**config.mk**
```make
export PLATFORM = sky130hd
export DESIGN_NAME = keypad_scan
export DESIGN_NICKNAME = d
export VERILOG_FILES = /design/src/rtl/keypad_scan.sv
export SDC_FILE = /design/constraint.sdc
export NUM_CORES = 1
export LEC_CHECK = 0
export CAP_MARGIN = 20
export CORE_MARGIN = 2
export CORE_UTILIZATION = 56
export CTS_BUF_LIST = sky130_fd_sc_hd__clkbuf_4
export CTS_CLUSTER_SIZE = 28
export DETAILED_ROUTE_END_ITERATION = 12
export GPL_TIMING_DRIVEN = 0
export HOLD_SLACK_MARGIN = 0.1
export PLACE_DENSITY = 0.76
export REMOVE_ABC_BUFFERS = 1
export SLEW_MARGIN = 40
export SYNTH_ARGS = -nofsm -noshare
export SYNTH_HDL_FRONTEND = slang
export SYNTH_SLANG_ARGS = --single-unit
```
**constraint.sdc**
```tcl
create_clock -name clk -period 6.3 [get_ports clk]
set_input_delay 1.26 -clock clk [delete_from_list [all_inputs] [get_ports clk]]
set_output_delay 1.26 -clock clk [all_outputs]
set_load 0.02 [all_outputs]
```
**src/rtl/keypad_scan.sv**
```systemverilog
`default_nettype none
// ============================================================================
// Module   : keypad_scan
// Purpose  : Column scanner and frame-based debouncer for a 4x3 tenkey pad.
//            The columns are driven one-hot, one after another. The row lines
//            are synchronised, and one sample per column builds a 12-bit frame
//            image. At every frame end the image is classified as NONE,
//            SINGLE(code) or MULTI. A debounce FSM turns a run of frames into
//            one registered key code plus a one-cycle valid strobe.
// Ports    : clk       - rising-edge clock
//            rst_n     - asynchronous active-low reset
//            row[3:0]  - pad row lines, active-high, asynchronous
//            col[2:0]  - one-hot column drive
//            key_code  - last accepted key (0-9 digits, 10 '*', 11 '#')
//            key_valid - one-cycle pulse on each newly accepted key
//            key_held  - accepted key still pressed (debounced)
//            multi     - most recent frame saw two or more keys
// Revision : 1.0 - initial release
// ============================================================================
module keypad_scan #(
  parameter int SCAN_DIV = 4,   // cycles per column slot (>= 3)
  parameter int DEBOUNCE = 3    // identical frames to accept/release (1..15)
) (
  input  logic       clk,
  input  logic       rst_n,
  input  logic [3:0] row,
  output logic [2:0] col,
  output logic [3:0] key_code,
  output logic       key_valid,
  output logic       key_held,
  output logic       multi
);

  localparam int                  c_SLOT_W    = $clog2(SCAN_DIV);
  localparam logic [c_SLOT_W-1:0] c_SLOT_LAST = c_SLOT_W'(SCAN_DIV - 1);
  localparam logic [3:0]          c_DEB       = 4'(DEBOUNCE);

  typedef enum logic [1:0] {
    S_IDLE    = 2'd0,
    S_CHECK   = 2'd1,
    S_HELD    = 2'd2,
    S_RELEASE = 2'd3
  } state_t;

  // Frame image bit position p = row*3 + col; this maps a position to the
  // key code printed on the pad.
  function automatic logic [3:0] pos_to_code(input int p);
    case (p)
      0:       pos_to_code = 4'd1;
      1:       pos_to_code = 4'd2;
      2:       pos_to_code = 4'd3;
      3:       pos_to_code = 4'd4;
      4:       pos_to_code = 4'd5;
      5:       pos_to_code = 4'd6;
      6:       pos_to_code = 4'd7;
      7:       pos_to_code = 4'd8;
      8:       pos_to_code = 4'd9;
      9:       pos_to_code = 4'd10;  // '*'
      10:      pos_to_code = 4'd0;
      11:      pos_to_code = 4'd11;  // '#'
      default: pos_to_code = 4'd0;
    endcase
  endfunction

  logic [3:0]          r_row_s1;
  logic [3:0]          r_row_s2;
  logic [c_SLOT_W-1:0] r_slot;
  logic [2:0]          r_col;
  logic [11:0]         r_frame;
  state_t              r_state;
  logic [3:0]          r_cand;
  logic [3:0]          r_cnt;

  logic        w_slot_last;
  logic        w_frame_end;
  logic [11:0] w_slot_bits;
  logic [11:0] w_image;
  logic [3:0]  w_nbits;
  logic [3:0]  w_code;
  logic        w_single;
  logic        w_multi_res;
  logic        w_same;
  logic [3:0]  w_cnt_inc;

  assign col         = r_col;
  assign w_slot_last = (r_slot == c_SLOT_LAST);
  assign w_frame_end = w_slot_last && r_col[2];

  // Only the column being driven contributes to this slot's image bits.
  for (genvar gr = 0; gr < 4; gr++) begin : g_row
    for (genvar gc = 0; gc < 3; gc++) begin : g_col
      assign w_slot_bits[gr*3 + gc] = r_col[gc] & r_row_s2[gr];
    end
  end

  // The image evaluated at frame end must include the final column's sample,
  // which is only being captured on this very edge.
  assign w_image = r_frame | w_slot_bits;

  always_comb begin
    w_nbits = 4'd0;
    w_code  = 4'd0;
    for (int p = 0; p < 12; p++) begin
      w_nbits = w_nbits + 4'(w_image[p]);
      if (w_image[p]) w_code = pos_to_code(p);
    end
  end

  assign w_single    = (w_nbits == 4'd1);
  assign w_multi_res = (w_nbits >= 4'd2);
  assign w_same      = w_single && (w_code == r_cand);
  assign w_cnt_inc   = r_cnt + 4'd1;

  // Row synchroniser, slot counter, column rotation and frame image.
  always_ff @(posedge clk or negedge rst_n) begin
    if (!rst_n) begin
      r_row_s1 <= 4'd0;
      r_row_s2 <= 4'd0;
      r_slot   <= '0;
      r_col    <= 3'b001;
      r_frame  <= 12'd0;
    end else begin
      r_row_s1 <= row;
      r_row_s2 <= r_row_s1;
      if (w_slot_last) begin
        r_slot <= '0;
        r_col  <= {r_col[1:0], r_col[2]};
        // Clear at frame end so the next frame starts from an empty image.
        r_frame <= w_frame_end ? 12'd0 : w_image;
      end else begin
        r_slot <= r_slot + c_SLOT_W'(1);
      end
    end
  end

  // Debounce FSM; it only advances on frame boundaries.
  always_ff @(posedge clk or negedge rst_n) begin
    if (!rst_n) begin
      r_state   <= S_IDLE;
      r_cand    <= 4'd0;
      r_cnt     <= 4'd0;
      key_code  <= 4'd0;
      key_valid <= 1'b0;
      key_held  <= 1'b0;
      multi     <= 1'b0;
    end else begin
      key_valid <= 1'b0;
      if (w_frame_end) begin
        multi <= w_multi_res;
        case (r_state)
          S_IDLE: begin
            if (w_single) begin
              r_cand <= w_code;
              r_cnt  <= 4'd1;
              if (c_DEB == 4'd1) begin
                r_state   <= S_HELD;
                key_code  <= w_code;
                key_valid <= 1'b1;
                key_held  <= 1'b1;
              end else begin
                r_state <= S_CHECK;
              end
            end
          end
          S_CHECK: begin
            if (w_same) begin
              r_cnt <= w_cnt_inc;
              if (w_cnt_inc == c_DEB) begin
                r_state   <= S_HELD;
                key_code  <= r_cand;
                key_valid <= 1'b1;
                key_held  <= 1'b1;
              end
            end else if (w_single) begin
              r_cand <= w_code;
              r_cnt  <= 4'd1;
            end else begin
              r_state <= S_IDLE;
            end
          end
          S_HELD: begin
            if (!w_same) begin
              r_cnt <= 4'd1;
              // With a single-frame debounce one missing frame is a release.
              if (c_DEB == 4'd1) begin
                r_state  <= S_IDLE;
                key_held <= 1'b0;
              end else begin
                r_state <= S_RELEASE;
              end
            end
          end
          S_RELEASE: begin
            if (w_same) begin
              r_state <= S_HELD;
            end else begin
              r_cnt <= w_cnt_inc;
              if (w_cnt_inc == c_DEB) begin
                r_state  <= S_IDLE;
                key_held <= 1'b0;
              end
            end
          end
          default: r_state <= S_IDLE;
        endcase
      end
    end
  end

endmodule
`default_nettype wire

```
==> results.md <==
* Peak supply drop at 0.1059 mV
* Flops & latches, synth at 42
* Die X at 67.84 um
* Hold depth at 0
* Util after Layout at 0.6308
* Crit-path max cell delay at 0.66 ns
* Hold Crit Class: reg -> reg
* CP bufs+invs at 2
* WHS Endpoint: r_row_s2[2]
* Synthesized area per cell at 10.92 um^2
* Fill cells at 315
* Setup TNS at 0 ns
* Synth async-reset ratio at 1.000
* Pwr per Cell Area at 164.1 mW/mm^2
* Initial Util at 0.5747
* Maxcap violations at 0
* Post-CTS Hold Buffers at 0
* Vias in the first global route at 1461
* Critical path cell sequence: and2_4 > nor2_1 > fa_1 > fa_1 > fa_1 > inv_1 > fa_1 > ha_1 > inv_1 > fa_1 > a211oi_1 > mux2i_1 > nor3b_1 > and3_1 > nor4b_4 > and3_1 > mux2_4
* R2R Path End: key_code[1]
* Top post-synthesis cells by count: 41 x dfrtp_1, 21 x nor2_1, 14 x inv_1
* Clock sinks at 42
* Root Buffer: clkbuf_4
* Crit path max-delay family: adder cells
* Diodes inserted at 0
* Top-count cell post-synth: dfrtp_1
* Register-to-register setup slack at 0.38 ns
* Share of cells above drive strength 1 at 0.1150
* Slew Viols, Final at 0
* Minimum clock period at 5.922 ns
* RSZ-0062 raised after global routing: no
* Router iterations before antenna repair at 4
* Unique cell type count in the Yosys netlist at 53
* Crit-path slowest cell: dfstp_2
* Drt initial violations at 103
* Post-Syn Area at 0.002282 mm^2
* Clk_lat worst skew at 0.35 ns
* Cell Rows at 23
* Max-slew headroom at 0.5887
* Area of the core at 0.003971 mm^2
* DR vias/cell at 5.598
* Final Hold Violating Endpoints at 0
* Sequential element share of the synthesized area at 0.4611
* Area Growth Syn to Fin at 9.759%
* R2R Path Start: col[0]
* Synthesized instance count at 209
* Final Cell Area at 0.002505 mm^2
* Top cell type's share of synthesized area at 0.4496
* Worst Skew at 0.007680 ns
* Static Leak at 1.147 nW
* CTS max path bufs at 2
* H-tree lvl count at 2
* Synth area leader: dfrtp_1
* Cts repair resizes at 0
* Synth area leaders: dfrtp_1 45%, fa_1 6.1%, ha_1 4.4%, nor2_1 3.5%, mux2_4 2.6%
* Pin count of the biggest net entering global routing at 43
* Ys flop type: dfrtp_1
* Initial antenna violation count at 0
* Wirelength per Cell at 14.66 um
* Total number of vias at 1545
* Postcts setup bufs at 0
* Most frequent CP cell: fa_1
* Finished Layout Cells at 276
* Hold slack at 0.3572 ns
* CP required at 6.55 ns
* Post-synth EDFFs at 0
* DP HPWL at 2.913 mm
* DRC Markers at 0
* Overflow after GRT at 0
* Crit Path Max Fanout at 10
* Worst Max-Slew Pin Slew at 0.6084 ns
* Die area at 0.004602 mm^2
* Final net count at 246
* Cells after DPL at 268
* IO Port Bufs at 15
* First-pass GRT wire length at 6.865 mm
* Dpl cell area at 0.002451 mm^2
* Detail Route Antenna Nets at 0
* Clock slew at reported path FFs at 0.12 ns
* Hold Crit Start: r_row_s1[2]
* CTS Buf Count at 5
* Count of cells along the worst register-to-register path at 17
* Max Freq at 168.9 MHz
* Crit path DAT at 6.18 ns
* IO Count at 16
* Final period utilization at 0.9399
* Final wirelength at 4.045 mm
* Total global-route track usage at 0.2054
* Outcome: complete, no violations
* CP Class: reg -> reg
* Setup violators final at 0
* Crit end category: flop
* Startpoint type of the worst setup path: flop
* Synth Warn # at 0
* Gpl congestion at 0.8297
* CTS tree: built
* Die extent in y at 67.84 um
[metrics by stage]
| step | worst slack, ns | power, mW |
|---|---|---|
| 3_5_place_dp | 0.3724 | 0.2875 |
| 6_report | 0.3784 | 0.4111 |
| 5_1_grt | 0.03569 | 0.4281 |
| 2_1_floorplan | 0.9082 | 0.2789 |
| 4_1_cts | 0.3513 | 0.4147 |
| 3_3_place_gp | 0.4731 | 0.2877 |
[how the worst max path moves through the flow]
stage / from / endpoint / slack [ns] / cells past startpoint
2_1_floorplan: col[0] / key_code[0] / 0.91 / 17
3_3_place_gp: col[0] / key_code[0] / 0.47 / 17
3_5_place_dp: col[0] / key_code[1] / 0.37 / 17
4_1_cts: col[0] / key_code[0] / 0.35 / 17
5_1_grt: col[0] / key_code[1] / 0.04 / 17
6_report: col[0] / key_code[1] / 0.38 / 17
[report_power, final]
| group | internal, mW | switching, mW |
|---|---|---|
| logic | 0.00265 | 0.00513 |
| registers | 0.272 | 0.00201 |
| clock network | 0.0415 | 0.0877 |
| total | 0.316 | 0.0948 |
[layout make-up]
cell class / count / area, um^2 / area share
Timing Repair Buffer: 15 / 147.6 / 0.05894
Clock buffer: 5 / 37.54 / 0.01499
Clock inverter: 3 / 16.27 / 0.006494
Multi-Input combinational cell: 146 / 1132 / 0.4520
Sequential cell: 42 / 1052 / 0.4201
Inverter: 15 / 56.30 / 0.02248
Tap cell: 50 / 62.56 / 0.02498
[kinds of logic (layout without fill, tap and decap cells)]
| kind of cell | after synthesis | in the layout | share of synthesized area |
|---|---|---|---|
| adders and majority gates | 15 | 15 | 0.1053 |
| AOI/OAI and AO/OA | 45 | 45 | 0.1442 |
| DFF | 42 | 42 | 0.4611 |
| and+or+nand+nor | 70 | 70 | 0.1683 |
| buffers and inverters | 21 | 38 | 0.04276 |
| muxes | 11 | 11 | 0.05921 |
| xor gates and xnor gates | 5 | 5 | 0.01919 |
[flip-flops by register name, summed over array words and instances, names as in the netlist, named ones only]
name / flops
key_valid: 1
r_frame: 12
key_code: 4
r_row_s2: 4
multi: 1
col: 3
r_state: 1
r_cand: 4
r_row_s1: 4
r_cnt: 4
key_held: 1
r_slot: 2
[metal layers]
layer	global-route usage	part of all wire
met1	0.2863	0.50
met3	0.04441	0.026
met5	0	0
met4	0.08250	0.017
met2	0.3137	0.45
[layout by cell type (no fill, tap or decap), types with 5 or more instances in the layout]
cell type	netlist	layout
dfrtp_1	41	41
nor2_1	21	21
inv_1	14	14
clkdlybuf4s50_1	0	14
nand2_1	11	11
nor3_1	10	10
o21ai_0	10	10
ha_1	8	8
fa_1	7	7
a21oi_1	5	5
nand3_1	5	5
and2_1	5	5
clkbuf_4	0	5
[worst register-to-register path, stage by stage (launching register included)]
cell and delay [ns]:
dfstp_2 0.66, and2_4 0.19, nor2_1 0.07, fa_1 0.57, fa_1 0.43, fa_1 0.49, inv_1 0.05, fa_1 0.48
ha_1 0.18, inv_1 0.06, fa_1 0.37, a211oi_1 0.23, mux2i_1 0.13, nor3b_1 0.38, and3_1 0.24, nor4b_4 0.51
and3_1 0.46, mux2_4 0.33
(Power assumes the default switching activity.)
